==> src/rtl/dec_8b10b_framer.sv <==
// Packet framer behind an 8b10b decoder: K-code framing, header length
// decode, control-symbol extraction and an output FIFO with error reporting.
package chiplet_types_pkg;
    localparam logic [3:0] FMT_LONG_READ   = 4'h1;
    localparam logic [3:0] FMT_SHORT_READ  = 4'h2;
    localparam logic [3:0] FMT_LONG_WRITE  = 4'h3;
    localparam logic [3:0] FMT_MEM_RESP    = 4'h4;
    localparam logic [3:0] FMT_MSG         = 4'h5;
    localparam logic [3:0] FMT_SHORT_WRITE = 4'h6;
    localparam logic [3:0] FMT_SWITCH_CFG  = 4'h7;

    typedef struct packed {
        logic [3:0]  fmt;
        logic [20:0] rsvd;
        logic [6:0]  len;
    } hdr_long_t;

    typedef struct packed {
        logic [3:0]  fmt;
        logic [23:0] rsvd;
        logic [3:0]  len;
    } hdr_short_t;

    typedef union packed {
        hdr_long_t  l;
        hdr_short_t s;
    } hdr_t;
endpackage

module dec_8b10b_framer
    import chiplet_types_pkg::*;
#(
    parameter int         LANES      = 4,
    parameter int         FIFO_DEPTH = 4,
    parameter logic [7:0] K_START    = 8'hBC,
    parameter logic [7:0] K_END      = 8'h3C,
    parameter logic [7:0] K_ACK      = 8'h7C,
    parameter logic [7:0] K_NACK     = 8'h9C,
    parameter logic [7:0] K_RSND0    = 8'h1C,
    parameter logic [7:0] K_RSND1    = 8'h5C,
    parameter logic [7:0] K_RSND2    = 8'hDC,
    parameter logic [7:0] K_RSND3    = 8'hFC
) (
    input  logic CLK,
    input  logic nRST,
    dec_8b10b_framer_if.master bus,
    input  logic       err_clr,
    output logic       ctrl_valid,
    output logic [2:0] ctrl_sel,
    output logic       ctrl_vc,
    output logic [1:0] ctrl_id,
    output logic [4:0] ctrl_req,
    output logic       err_pulse,
    output logic [2:0] err_code,
    output logic [7:0] err_cnt,
    output logic       ovf_sticky,
    output logic       pkt_active
);
    localparam int DATA_W = LANES * 8;
    localparam int AW     = $clog2(FIFO_DEPTH);
    localparam int EW     = DATA_W + 3;
    localparam logic [AW:0] CNT_ONE  = 1;
    localparam logic [AW:0] CNT_FULL = (AW+1)'(FIFO_DEPTH);

    typedef enum logic [2:0] {
        IDLE, HDR, BODY, WAIT_END, DROP
    } state_t;

    state_t     state, nxt_state;
    logic [7:0] remaining, nxt_rem;

    logic [7:0] k0, lane1;
    logic       ctl, dat, bad, take;
    logic       is_start, is_end, is_ctl;
    logic [2:0] sel;

    assign k0    = bus.sym_data[7:0];
    assign lane1 = bus.sym_data[15:8];
    assign ctl   = bus.sym_valid & bus.sym_is_k[0];
    assign dat   = bus.sym_valid & ~|bus.sym_is_k;
    assign bad   = bus.sym_valid & |bus.sym_err;
    // Errored beats are ignored except in BODY, where counting carries on.
    assign take  = ~bad | (state == BODY);

    assign is_start = (k0 == K_START);
    assign is_end   = (k0 == K_END);

    always_comb begin
        sel    = 3'd0;
        is_ctl = 1'b1;
        if (k0 == K_ACK)        sel = 3'd0;
        else if (k0 == K_NACK)  sel = 3'd1;
        else if (k0 == K_RSND0) sel = 3'd2;
        else if (k0 == K_RSND1) sel = 3'd3;
        else if (k0 == K_RSND2) sel = 3'd4;
        else if (k0 == K_RSND3) sel = 3'd5;
        else                    is_ctl = 1'b0;
    end

    hdr_t              hdr;
    logic [DATA_W-1:0] wdata;
    logic [7:0]        l_long, l_short, pkt_len;

    assign hdr = bus.sym_data[31:0];

    // Low lanes go through the header view; the value is unchanged.
    always_comb begin
        wdata       = bus.sym_data;
        wdata[31:0] = hdr;
    end

    always_comb begin
        l_long  = (hdr.l.len == 7'd0) ? 8'd128 : {1'b0, hdr.l.len};
        l_short = (hdr.s.len == 4'd0) ? 8'd16 : {4'd0, hdr.s.len};
        pkt_len = 8'd0;
        unique case (hdr.l.fmt)
            FMT_LONG_READ:   pkt_len = 8'd3;
            FMT_SHORT_READ:  pkt_len = 8'd2;
            FMT_LONG_WRITE:  pkt_len = 8'd3 + l_long;
            FMT_MEM_RESP:    pkt_len = 8'd2 + l_long;
            FMT_MSG:         pkt_len = 8'd2 + l_long;
            FMT_SHORT_WRITE: pkt_len = 8'd2 + l_short;
            FMT_SWITCH_CFG:  pkt_len = 8'd1;
            default:         pkt_len = 8'd0;
        endcase
    end

    logic push, p_sof, p_eof, ctrl_hit;
    logic e_abort, e_short, e_long, e_fmt, e_kcode, e_stray;

    always_comb begin
        nxt_state = state;
        nxt_rem   = remaining;
        push      = 1'b0;
        p_sof     = 1'b0;
        p_eof     = 1'b0;
        ctrl_hit  = 1'b0;
        e_abort   = 1'b0;
        e_short   = 1'b0;
        e_long    = 1'b0;
        e_fmt     = 1'b0;
        e_kcode   = 1'b0;
        e_stray   = 1'b0;
        if (bad && state == HDR)
            nxt_state = DROP;
        if (take && ctl) begin
            if (is_ctl) begin
                ctrl_hit = 1'b1;
            end else if (is_start) begin
                e_abort   = state inside {HDR, BODY, WAIT_END};
                nxt_state = HDR;
            end else if (is_end) begin
                e_short   = state inside {HDR, BODY};
                nxt_state = IDLE;
            end else begin
                e_kcode = 1'b1;
            end
        end
        if (take && dat) begin
            unique case (state)
                IDLE: e_stray = 1'b1;
                HDR: begin
                    if (pkt_len == 8'd0) begin
                        e_fmt     = 1'b1;
                        nxt_state = DROP;
                    end else begin
                        push      = 1'b1;
                        p_sof     = 1'b1;
                        p_eof     = (pkt_len == 8'd1);
                        nxt_rem   = pkt_len - 8'd1;
                        nxt_state = p_eof ? WAIT_END : BODY;
                    end
                end
                BODY: begin
                    push    = 1'b1;
                    p_eof   = (remaining == 8'd1);
                    nxt_rem = remaining - 8'd1;
                    if (p_eof)
                        nxt_state = WAIT_END;
                end
                WAIT_END: begin
                    e_long    = 1'b1;
                    nxt_state = DROP;
                end
                default: ;
            endcase
        end
    end

    logic [EW-1:0] mem [FIFO_DEPTH];
    logic [EW-1:0] head;
    logic [AW-1:0] wr_ptr, rd_ptr;
    logic [AW:0]   count;
    logic          full, pop, wr_en, ovf;

    assign full  = (count == CNT_FULL);
    assign pop   = bus.out_valid & bus.out_ready;
    assign wr_en = push & (~full | pop);
    assign ovf   = push & full & ~pop;
    assign head  = mem[rd_ptr];

    assign bus.out_valid = (count != '0);
    assign bus.out_data  = bus.out_valid ? head[DATA_W-1:0] : '0;
    assign bus.out_sof   = bus.out_valid & head[DATA_W];
    assign bus.out_eof   = bus.out_valid & head[DATA_W+1];
    assign bus.out_err   = bus.out_valid & head[DATA_W+2];

    always_ff @(posedge CLK) begin
        if (wr_en)
            mem[wr_ptr] <= {bad, p_eof, p_sof, wdata};
    end

    always_ff @(posedge CLK) begin
        if (!nRST) begin
            wr_ptr <= '0;
            rd_ptr <= '0;
            count  <= '0;
        end else begin
            if (wr_en)
                wr_ptr <= wr_ptr + AW'(1);
            if (pop)
                rd_ptr <= rd_ptr + AW'(1);
            unique case ({wr_en, pop})
                2'b10:   count <= count + CNT_ONE;
                2'b01:   count <= count - CNT_ONE;
                default: ;
            endcase
        end
    end

    logic       err_det;
    logic [2:0] code;

    assign err_det = bad | e_abort | e_short | e_long
                   | e_fmt | e_kcode | e_stray | ovf;

    always_comb begin
        code = 3'd0;
        if (bad)          code = 3'd6;
        else if (e_abort) code = 3'd5;
        else if (e_short) code = 3'd4;
        else if (e_long)  code = 3'd3;
        else if (e_fmt)   code = 3'd2;
        else if (e_kcode) code = 3'd7;
        else if (e_stray) code = 3'd1;
    end

    always_ff @(posedge CLK) begin
        if (!nRST) begin
            state     <= IDLE;
            remaining <= 8'd0;
        end else begin
            state     <= nxt_state;
            remaining <= nxt_rem;
        end
    end

    assign pkt_active = (state != IDLE);

    always_ff @(posedge CLK) begin
        if (!nRST) begin
            ctrl_valid <= 1'b0;
            ctrl_sel   <= 3'd0;
            ctrl_vc    <= 1'b0;
            ctrl_id    <= 2'd0;
            ctrl_req   <= 5'd0;
            err_pulse  <= 1'b0;
            err_code   <= 3'd0;
            err_cnt    <= 8'd0;
            ovf_sticky <= 1'b0;
        end else begin
            ctrl_valid <= ctrl_hit;
            if (ctrl_hit) begin
                ctrl_sel <= sel;
                ctrl_vc  <= lane1[7];
                ctrl_id  <= lane1[6:5];
                ctrl_req <= lane1[4:0];
            end
            err_pulse <= err_det;
            err_code  <= err_det ? code : 3'd0;
            if (err_clr)
                err_cnt <= 8'd0;
            else if (err_det && err_cnt != 8'hFF)
                err_cnt <= err_cnt + 8'd1;
            if (err_clr)
                ovf_sticky <= 1'b0;
            else if (ovf)
                ovf_sticky <= 1'b1;
        end
    end
endmodule

==> src/rtl/dec_8b10b_framer_if.sv <==
// Symbol-in / word-out bus of the 8b10b packet framer.
// The framer takes the master modport; the symbol source and word sink take the slave.
interface dec_8b10b_framer_if #(
    parameter int LANES = 4
);
    localparam int DATA_W = LANES * 8;

    logic              sym_valid;
    logic [DATA_W-1:0] sym_data;
    logic [LANES-1:0]  sym_is_k;
    logic [LANES-1:0]  sym_err;

    logic              out_valid;
    logic [DATA_W-1:0] out_data;
    logic              out_sof;
    logic              out_eof;
    logic              out_err;
    logic              out_ready;

    modport master (
        input  sym_valid,
        input  sym_data,
        input  sym_is_k,
        input  sym_err,
        output out_valid,
        output out_data,
        output out_sof,
        output out_eof,
        output out_err,
        input  out_ready
    );

    modport slave (
        output sym_valid,
        output sym_data,
        output sym_is_k,
        output sym_err,
        input  out_valid,
        input  out_data,
        input  out_sof,
        input  out_eof,
        input  out_err,
        output out_ready
    );
endinterface

==> src/flat_wrapper.sv <==
// flat-port wrapper written by rule: the top's interface ports become plain ports
module dec_8b10b_framer_flat import chiplet_types_pkg::*;
#(
    parameter int         LANES      = 4,
    parameter int         FIFO_DEPTH = 4,
    parameter logic [7:0] K_START    = 8'hBC,
    parameter logic [7:0] K_END      = 8'h3C,
    parameter logic [7:0] K_ACK      = 8'h7C,
    parameter logic [7:0] K_NACK     = 8'h9C,
    parameter logic [7:0] K_RSND0    = 8'h1C,
    parameter logic [7:0] K_RSND1    = 8'h5C,
    parameter logic [7:0] K_RSND2    = 8'hDC,
    parameter logic [7:0] K_RSND3    = 8'hFC
)
  (CLK, nRST, err_clr, ctrl_valid, ctrl_sel, ctrl_vc, ctrl_id, ctrl_req, err_pulse, err_code, err_cnt, ovf_sticky, pkt_active, bus_sym_valid, bus_sym_data, bus_sym_is_k, bus_sym_err, bus_out_valid, bus_out_data, bus_out_sof, bus_out_eof, bus_out_err, bus_out_ready);
  dec_8b10b_framer_if #(.LANES(LANES)) bus_i ();
  input  logic CLK;
  input  logic nRST;
  input  logic err_clr;
  output logic ctrl_valid;
  output logic [2:0] ctrl_sel;
  output logic ctrl_vc;
  output logic [1:0] ctrl_id;
  output logic [4:0] ctrl_req;
  output logic err_pulse;
  output logic [2:0] err_code;
  output logic [7:0] err_cnt;
  output logic ovf_sticky;
  output logic pkt_active;
  input wire logic [$bits(bus_i.sym_valid)-1:0] bus_sym_valid;
  input wire logic [$bits(bus_i.sym_data)-1:0] bus_sym_data;
  input wire logic [$bits(bus_i.sym_is_k)-1:0] bus_sym_is_k;
  input wire logic [$bits(bus_i.sym_err)-1:0] bus_sym_err;
  output wire logic [$bits(bus_i.out_valid)-1:0] bus_out_valid;
  output wire logic [$bits(bus_i.out_data)-1:0] bus_out_data;
  output wire logic [$bits(bus_i.out_sof)-1:0] bus_out_sof;
  output wire logic [$bits(bus_i.out_eof)-1:0] bus_out_eof;
  output wire logic [$bits(bus_i.out_err)-1:0] bus_out_err;
  input wire logic [$bits(bus_i.out_ready)-1:0] bus_out_ready;
  assign bus_i.sym_valid = bus_sym_valid;
  assign bus_i.sym_data = bus_sym_data;
  assign bus_i.sym_is_k = bus_sym_is_k;
  assign bus_i.sym_err = bus_sym_err;
  assign bus_out_valid = bus_i.out_valid;
  assign bus_out_data = bus_i.out_data;
  assign bus_out_sof = bus_i.out_sof;
  assign bus_out_eof = bus_i.out_eof;
  assign bus_out_err = bus_i.out_err;
  assign bus_i.out_ready = bus_out_ready;
  dec_8b10b_framer #(.LANES(LANES), .FIFO_DEPTH(FIFO_DEPTH), .K_START(K_START), .K_END(K_END), .K_ACK(K_ACK), .K_NACK(K_NACK), .K_RSND0(K_RSND0), .K_RSND1(K_RSND1), .K_RSND2(K_RSND2), .K_RSND3(K_RSND3)) u_core (.CLK(CLK), .nRST(nRST), .bus(bus_i), .err_clr(err_clr), .ctrl_valid(ctrl_valid), .ctrl_sel(ctrl_sel), .ctrl_vc(ctrl_vc), .ctrl_id(ctrl_id), .ctrl_req(ctrl_req), .err_pulse(err_pulse), .err_code(err_code), .err_cnt(err_cnt), .ovf_sticky(ovf_sticky), .pkt_active(pkt_active));
endmodule
==> config.mk <==
export PLATFORM = sky130hd
export DESIGN_NAME = dec_8b10b_framer_flat
export DESIGN_NICKNAME = d
export VERILOG_FILES = /design/src/rtl/dec_8b10b_framer.sv /design/src/rtl/dec_8b10b_framer_if.sv /design/src/flat_wrapper.sv
export SDC_FILE = /design/constraint.sdc
export NUM_CORES = 1
export LEC_CHECK = 0
export ABC_AREA = 1
export CAP_MARGIN = 30
export CORE_MARGIN = 2
export CORE_UTILIZATION = 50
export DETAILED_ROUTE_END_ITERATION = 7
export GPL_ROUTABILITY_DRIVEN = 0
export GPL_TIMING_DRIVEN = 1
export PLACE_DENSITY = 0.8
export RECOVER_POWER = 25
export SLEW_MARGIN = 40
export SYNTH_ARGS = -nofsm -noshare
export SYNTH_HDL_FRONTEND = slang
export SYNTH_SLANG_ARGS = --single-unit
export TNS_END_PERCENT = 50
==> constraint.sdc <==
create_clock -name CLK -period 8.92 [get_ports CLK]
set_input_delay 1.784 -clock CLK [delete_from_list [all_inputs] [get_ports CLK]]
set_output_delay 1.784 -clock CLK [all_outputs]
set_load 0.03 [all_outputs]
==> results of run 1 <==
==> power breakdown <==
part           switching (µW)  internal, µW
combinational             654           338
clock                     316           414
sequential               7.37           938
==> sequential cells by signal, indices dropped and copies added (netlist names), named ones only <==
name,flops
u_core.ctrl_req,5
u_core.err_cnt,8
u_core.wr_ptr,2
u_core.ovf_sticky,1
u_core.ctrl_valid,1
u_core.ctrl_sel,3
u_core.ctrl_vc,1
u_core.err_code,3
u_core.count,3
u_core.state,3
u_core.remaining,8
u_core.mem,140
u_core.ctrl_id,2
u_core.err_pulse,1
u_core.rd_ptr,2
==> routing by layer <==
metal  GRT usage (%)  wire length [µm]  vias to the layer above  part of all wire (%)
met2           35.82              9195                      253                    48
li1                -                 -                     3313                     -
met1           27.02              8129                     3172                    43
met4           7.118               294                        0                   1.6
met3           5.312              1347                       27                   7.1
met5               0                 0                        -                     0
==> per-stage QoR <==
stage               utilization (%)  std cells  total power [µW]  setup WS (ps)  instance area [µm²]
finish                        63.76       1251              2666           3629                10650
CTS                           63.76       1251              2680           3631                10650
global placement              59.10       1212              1944           3116                 9869
floorplan                         -        915              1568           3444                 8598
detailed placement            60.35       1220              1957           3248                10080
global route                  63.76       1251              2780           3341                10650
==> area by class of cell <==
| type | count | share of cell area (%) |
|---|---|---|
| flip-flops and latches | 185 | 47.95 |
| multi-input cells | 610 | 28.83 |
| repair buffers | 118 | 12.20 |
| clock buffers | 18 | 4.030 |
| inverters | 87 | 3.078 |
| well taps | 220 | 2.585 |
| clock inverters | 13 | 1.328 |
==> how the worst min path moves through the flow <==
stage	from	to	slack, ps	cells after the start
finish	u_core.ctrl_sel[2]	u_core.ctrl_sel[2]	460	2
global route	u_core.ctrl_id[1]	u_core.ctrl_id[1]	480	2
CTS	u_core.ctrl_sel[2]	u_core.ctrl_sel[2]	460	2
detailed placement	u_core.ctrl_sel[2]	u_core.ctrl_sel[2]	460	2
global placement	u_core.ovf_sticky	u_core.ovf_sticky	440	2
floorplan	u_core.rd_ptr[1]	register	440	2
==> tightest hold or removal path, delay by kind of cell, from the launching register on <==
| family | cells | cell delay (ps) |
|---|---|---|
| simple gates | 1 | 60 |
| compound gates | 1 | 50 |
| flops | 1 | 310 |
==> kinds of logic after synthesis <==
family          after synthesis  synth area share [%]
simple gates                403                 21.27
flops                       185                 59.37
compound gates              184                 11.00
buf+inv                     120                 5.268
fa+ha+maj                    15                 2.270
xor+xnor                      8                0.8149
==> placed cells by master, fill, tap and decap left out, types with 6 or more instances in the layout <==
cell,count
nand2_1,102
nor2_1,180
nand3_1,51
nor3_1,9
inv_2,8
a21oi_1,79
clkinv_1,7
dlygate4sd3_1,24
inv_1,72
dfxtp_1,44
nor2_4,6
clkbuf_16,17
o21ai_0,93
nand4_1,7
nand3_2,6
nand2_2,17
nor2_2,7
buf_16,7
clkdlybuf4s50_1,82
ha_1,14
edfxtp_1,140
==> results.cfg, run 1 <==
[power_and_ir_drop]
power_leakage_uw = 0.003940
ir_worst_vdd_mv = 0.1850
p_per_area_nw_per_um2 = 250.4

[yosys]
synthCells = 915
synth_edf_count = 140
async_flop_share_pct = 0
yosysUniqueCellTypes = 42
synth_top_area_share_pct = 48.89
netlist_area_um2 = 8598
yosysMostFrequentCell = nor2_1
seq_area_frac_synth_pct = 59.37
syn_area_per_cell_um2 = 9.397
postSynthNetCount = 975
ys_warn_count = 0
synth_top_cell_by_area = edfxtp_1
ys_ff_latch = 185
synth_commonest_cells = 184 x nor2_1, 140 x edfxtp_1, 102 x nand2_1
synth_area_leaders = edfxtp_1 49%, dfxtp_1 10%, nor2_1 8.0%, o21ai_0 5.4%, a21oi_1 4.6%
ys.flop_type = edfxtp_1

[die]
dieHeight_um = 135.1
initial_core_util_pct = 51.48
core_area_um2 = 16700
die_x_um = 135.1
ios = 107
die_area_um2 = 18260
rows = 47

[cts]
tritoncts = yes
cts-resized-gates = 0
postCtsSetupBuffers = 0
cts_hold_buf = 0
clkSinkCount = 185
clock-root-buffer = clkbuf_16
clkLatencyLatePin_ps = 430
cts_max_level = 4
cts_max_path_buffers = 2
cts_made_buffers = 17
clkSlewWorstSetupHoldPaths_ps = 60

[routing]
drcViolationCount = 0
drtIter0Drc = 520
detail_route.first_pass.iterations = 6
wl_per_cell_um = 15.16
via_count = 6765
antenna_left = 0
postRouteWirelength_mm = 18.97
via_per_inst = 5.408

[setup_path]
critPathKind = input port to register
r2r_cells = 12
setup.worst_path.end = u_core.mem[0][28]
r2r_end = u_core.mem[0][28]
r2r_setup_slack_ps = 5760
path_common_cell = nand2_1
critPathMaxStageDelay_ps = 670
crit_arrival_ps = 5430
path_delay_family = simple AND/OR/NAND/NOR gates
crit_fanout = 17
crit_buf_inv = 7
crit_cells = 25
rr_startpoint = u_core.state[1]
startpoint = bus_sym_data[0]
cp_slowest_cell = clkdlybuf4s50_1
end_kind = register
required_ps = 9060
startpoint_type = input port

[global_routing]
grt_start_max_net_pins = 72
grt-ovfl-total = 0
grtUsageTotal_pct = 21.26
grt_pass1_wl_mm = 30.38
antenna_found_initial = 0
grt_pass1_vias = 6350

[flow_run]
max_cap_viol_count = 0

[sta]
finalSetupViolations = 0
hold_viol_final = 0
finalCritPeriodShare_pct = 59.31
slew_violations = 0
tightest_slew_ps = 733.4
fmax_mhz = 189.0
rsz0062_at_grt = false
hold_ws_ps = 458.5
slew_headroom_pct = 50.84
final.setup.tns_ps = 0
min_period_ps = 5291
skew_ps = 8.708

[final_layout]
multi_input_area_um2 = 3070
antennaDiodeCount = 0
num-fill-cells = 1326
drive_gt1_share_pct = 9.602
nets = 1079
area_growth_pct = 23.85
layout.area.seq_um2 = 5106

[placement]
dpl.hpwl_mm = 12.97
io_buffers = 106

[hold_path]
worstHoldPathType = register to register

[run_status]
status = complete, no violations
(Power assumes the default switching activity.)
==> run 2: changes to the inputs <==
clock period = 5.4 ns   (was 8.92 ns; I/O delays follow)
==> run 2 against run 1 <==
Against the previous run: critical path depth down 3; sequential power rose by 65%; via count fell by 0.33%; design area shrank 0.73%; global-route usage rose by 1.0 points; combinational power is 67% higher; power up 68%; routed wire length is 3.7% higher; die area unchanged; worst hold slack better by 3.1 ps; highest routed layer unchanged.
==> results.cfg, run 2 (synthesis gave the netlist of run 1 again) <==
[global_routing]
grt-ovfl-total = 0
antenna_found_initial = 1
grt_start_max_net_pins = 71
grt_pass1_wl_mm = 31.84
grtUsageTotal_pct = 22.26
grt_pass1_vias = 6480

[sta]
finalCritPeriodShare_pct = 82.88
slew_violations = 0
fmax_mhz = 223.4
hold_viol_final = 0
rsz0062_at_grt = false
skew_ps = 7.490
tightest_slew_ps = 766.6
final.setup.tns_ps = 0
min_period_ps = 4475
slew_headroom_pct = 48.84
finalSetupViolations = 0

[routing]
via_count = 6743
postRouteWirelength_mm = 19.66
drtIter0Drc = 510
dr_wl_met2_mm = 9.714
dr.max_layer_used = met4
drcViolationCount = 0
antenna_left = 0
wl_met1_mm = 8.608
wl_per_cell_um = 15.69
met3_wirelength_mm = 1.057
via_per_inst = 5.381
detail_route.first_pass.iterations = 5

[hold_path]
hold_end = u_core.ovf_sticky
worstHoldPathType = register to register
hold_depth = 2
worstHoldStart = u_core.ovf_sticky

[cts]
tritoncts = yes
clkSlewWorstSetupHoldPaths_ps = 70
postCtsSetupBuffers = 0
clock-root-buffer = clkbuf_16
cts_max_level = 4
cts_made_buffers = 17
clkLatencyLatePin_ps = 430
cts-resized-gates = 0
cts_hold_buf = 0
cts_max_path_buffers = 2
clkSinkCount = 185

[setup_path]
rr_startpoint = u_core.state[1]
path_cells = dlygate4sd3_1 > inv_1 > ha_1 > nand2_1 > nor2_2 > nand2_4 > nand2_1 > inv_1 > ha_1 > inv_1 > nor2_1 > inv_2 > a21oi_1 > o21ai_0 > nand3_2 > nor2_4 > nand2_2 > nand3_2 > nand2_4 > nand2_2 > nor2_4 > buf_4
crit_fanout = 35
r2r_setup_slack_ps = 2330
startpoint_type = input port
crit_arrival_ps = 4540
cp_slowest_cell = dlygate4sd3_1
critPathKind = input port to register
required_ps = 5470
critPathMaxStageDelay_ps = 710
path_common_cell = inv_1
r2r_cells = 11
end_kind = register
r2r_end = u_core.mem[0][22]

[final_layout]
top_regs = u_core.mem: 140 flops, u_core.err_cnt: 8 flops, u_core.remaining: 8 flops
top_register = u_core.mem
drive_gt1_share_pct = 9.690
area_growth_pct = 22.95
largest_reg_flops = 140
final_common_cell = nor2_1
layout_common_cells = 180 x nor2_1, 140 x edfxtp_1, 102 x nand2_1, 93 x o21ai_0, 82 x clkdlybuf4s50_1
nets = 1079
num-fill-cells = 1360

[die]
initial_core_util_pct = 51.48
dieHeight_um = 135.1
ios = 107
rows = 47
die_area_um2 = 18260
core_area_um2 = 16700
die_x_um = 135.1

[power_and_ir_drop]
power_leakage_uw = 0.003906
p_per_area_nw_per_um2 = 424.3
ir_worst_vdd_mv = 0.3014
power.total_uw = 4485

[placement]
dpl.hpwl_mm = 12.76
io_buffers = 106

[flow_run]
max_cap_viol_count = 0

[run_status]
status = complete, no violations
==> run 2: power breakdown <==
group / switching (µW) / total [µW] / internal (µW)
Combinational: 1100 / 1660 / 560
Sequential: 14.1 / 1560 / 1550
Clock: 567 / 1270 / 700
==> run 2: critical path: cells and delay by family <==
kind / cells / cell delay [ps]
AO/OA/AOI/OAI: 2 / 270
buffers and inverters: 6 / 1510
AND/OR/NAND/NOR: 12 / 1280
adder cells (fa/ha/maj): 2 / 370
==> run 2: how the worst max path moves through the flow <==
stage | depth (start not counted) | slack (ps) | start | end
global route | 24 | 590 | bus_sym_data[0] | u_core.count[2]
global placement | 24 | 690 | bus_sym_data[0] | u_core.mem[0][27]
finish | 22 | 920 | bus_sym_data[1] | u_core.mem[0][22]
floorplan | 21 | 630 | bus_sym_data[0] | u_core.mem[0][0]
CTS | 24 | 1020 | bus_sym_data[0] | u_core.mem[0][31]
detailed placement | 24 | 570 | bus_sym_data[0] | u_core.mem[0][22]
==> run 2: layout make-up <==
cell class | instances | area [µm²] | area share, %
multi-input combinational | 610 | 3070 | 29.04
clock inverter | 15 | 182.7 | 1.728
sequential | 185 | 5106 | 48.30
clock buffer | 17 | 425.4 | 4.024
inverter | 87 | 327.8 | 3.101
timing repair buffer | 118 | 1181 | 11.17
tap | 220 | 275.3 | 2.604
antenna | 1 | 2.502 | 0.02367
==> run 2: per-layer routing <==
metal | GRT usage, % | vias to the layer above
li1 | - | 3310
met1 | 28.56 | 3187
met2 | 38.13 | 225
met3 | 4.340 | 21
met4 | 7.465 | 0
met5 | 0 | -
==> run 2: stage by stage <==
step | utilization (%) | cells | hold slack, ps | area [µm²] | setup slack (ps)
after global placement | 59.68 | 1220 | 439.8 | 9967 | 685.1
after global routing | 63.30 | 1253 | 482.1 | 10570 | 592.8
after CTS | 63.33 | 1252 | 461.2 | 10580 | 1022
after floorplan | - | 915 | 436.4 | 8598 | 627.6
after detailed placement | 59.69 | 1220 | 445.9 | 9968 | 574.1
final | 63.30 | 1253 | 461.6 | 10570 | 924.6
==> run 3: changes to the inputs <==
PLACE_DENSITY = 0.83   (was 0.8)
clock period = 4.1 ns   (was 5.4 ns; I/O delays follow)
==> run 3 against run 2 <==
Against the previous run: routed wire length grew 2.1%; worst hold slack improved by 3.0 ps; global-route usage hardly changed; setup slack got worse by 580 ps; final cell count rose by 1.4%; critical endpoint is now u_core.count[2].
==> results.cfg, run 3 (synthesis gave the netlist of run 1 again) <==
[run_status]
status = complete, no violations

[sta]
hold_viol_final = 0
final.setup.tns_ps = 0
skew_ps = 11.69
finalSetupViolations = 0
min_period_ps = 3754
slew_violations = 0
rsz0062_at_grt = false
finalCritPeriodShare_pct = 91.56
fmax_mhz = 266.4
hold_ws_ps = 464.6
slew_headroom_pct = 44.20
tightest_slew_ps = 831.8

[die]
dieHeight_um = 135.1
die_area_um2 = 18260
rows = 47
die_x_um = 135.1
ios = 107
initial_core_util_pct = 51.48
core_area_um2 = 16700

[setup_path]
cp_slowest_cell = clkdlybuf4s50_1
path_common_cell = nand2_1
crit_fanout = 4
startpoint_type = input port
required_ps = 4420
end_kind = register
critPathKind = input port to register
crit_buf_inv = 6
critPathMaxStageDelay_ps = 410
crit_arrival_ps = 4080
path_delay_family = simple AND/OR/NAND/NOR gates

[routing]
drtIter0Drc = 611
detail_route.first_pass.iterations = 5
postRouteWirelength_mm = 20.07
via_count = 6895
antenna_left = 0
wl_per_cell_um = 15.80
drcViolationCount = 0
via_per_inst = 5.429

[cts]
clkSinkCount = 185
clkSlewWorstSetupHoldPaths_ps = 70
tritoncts = yes
postCtsSetupBuffers = 0
cts_max_level = 4
clock-root-buffer = clkbuf_16
cts_max_path_buffers = 2
cts_made_buffers = 17
cts-resized-gates = 0
clkLatencyLatePin_ps = 420
cts_hold_buf = 0

[final_layout]
top_register = u_core.mem
top_regs = u_core.mem: 140 flops, u_core.err_cnt: 8 flops, u_core.remaining: 8 flops
num-fill-cells = 1284
drive_gt1_share_pct = 14.59
final_common_cell = nor2_1
area_growth_pct = 25.35
fin_area_um2 = 10780
largest_reg_flops = 140
nets = 1096
layout_common_cells = 180 x nor2_1, 140 x edfxtp_1, 102 x nand2_1, 92 x o21ai_0, 79 x a21oi_1

[global_routing]
grt_pass1_wl_mm = 31.82
grt_pass1_vias = 6495
grt-ovfl-total = 0
grtUsageTotal_pct = 22.28
antenna_found_initial = 1
grt_start_max_net_pins = 71

[power_and_ir_drop]
power_leakage_uw = 0.004104
p_per_area_nw_per_um2 = 562.1
ir_worst_vdd_mv = 0.3805

[hold_path]
worstHoldPathType = register to register

[placement]
dpl-instance-area_um2 = 10160
dpl.hpwl_mm = 13.36
io_buffers = 106

[flow_run]
max_cap_viol_count = 0
run 3: worst min-delay path: stages (launching register included):
cell     delay (ps)
dfxtp_1         310
nand2_1          60
a21oi_1          50
run 3: cell type report:
cell class / instances / area (µm²) / area share [%]
tap: 220 / 275.3 / 2.554
multi-input combinational: 610 / 3082 / 28.59
timing repair buffer: 135 / 1371 / 12.72
antenna: 1 / 2.502 / 0.02322
clock buffer: 23 / 541.8 / 5.027
sequential: 185 / 5106 / 47.38
clock inverter: 9 / 71.32 / 0.6617
inverter: 87 / 327.8 / 3.042
run 3: routing by layer:
| metal | global-route usage, % | routed length, µm | vias to the layer above |
|---|---|---|---|
| met4 | 6.829 | 352 | 0 |
| met5 | 0 | 0 | - |
| met3 | 4.789 | 1463 | 31 |
| met1 | 28.35 | 8254 | 3236 |
| met2 | 38.38 | 10000 | 278 |
| li1 | - | - | 3350 |
run 3: where the power goes:
part,switching (µW),internal [µW]
clock network,694,943
logic,1500,861
registers,19.2,2040
total,2210,3840
run 3: path summary, 6_finish.rpt:
path,end,start,slack (ps),cells past startpoint
worst max-delay path,u_core.count[2],bus_sym_data[1],350,26
worst min-delay path,u_core.ctrl_sel[2],u_core.ctrl_sel[2],460,2
worst max register to register,u_core.mem[1][1],u_core.state[1],1220,11
worst min register to register,u_core.ctrl_sel[2],u_core.ctrl_sel[2],460,2
run 3: stage by stage:
step                      instances  power [µW]  worst slack [ps]  util, %
after floorplan                 915        3412            -412.4        -
after global placement         1237        4432             31.95    60.82
after global routing           1269        6339             18.21    64.52
after CTS                      1269        6095             336.9    64.50
after detailed placement       1237        4469            -101.5    60.83
final                          1270        6058             345.9    64.53
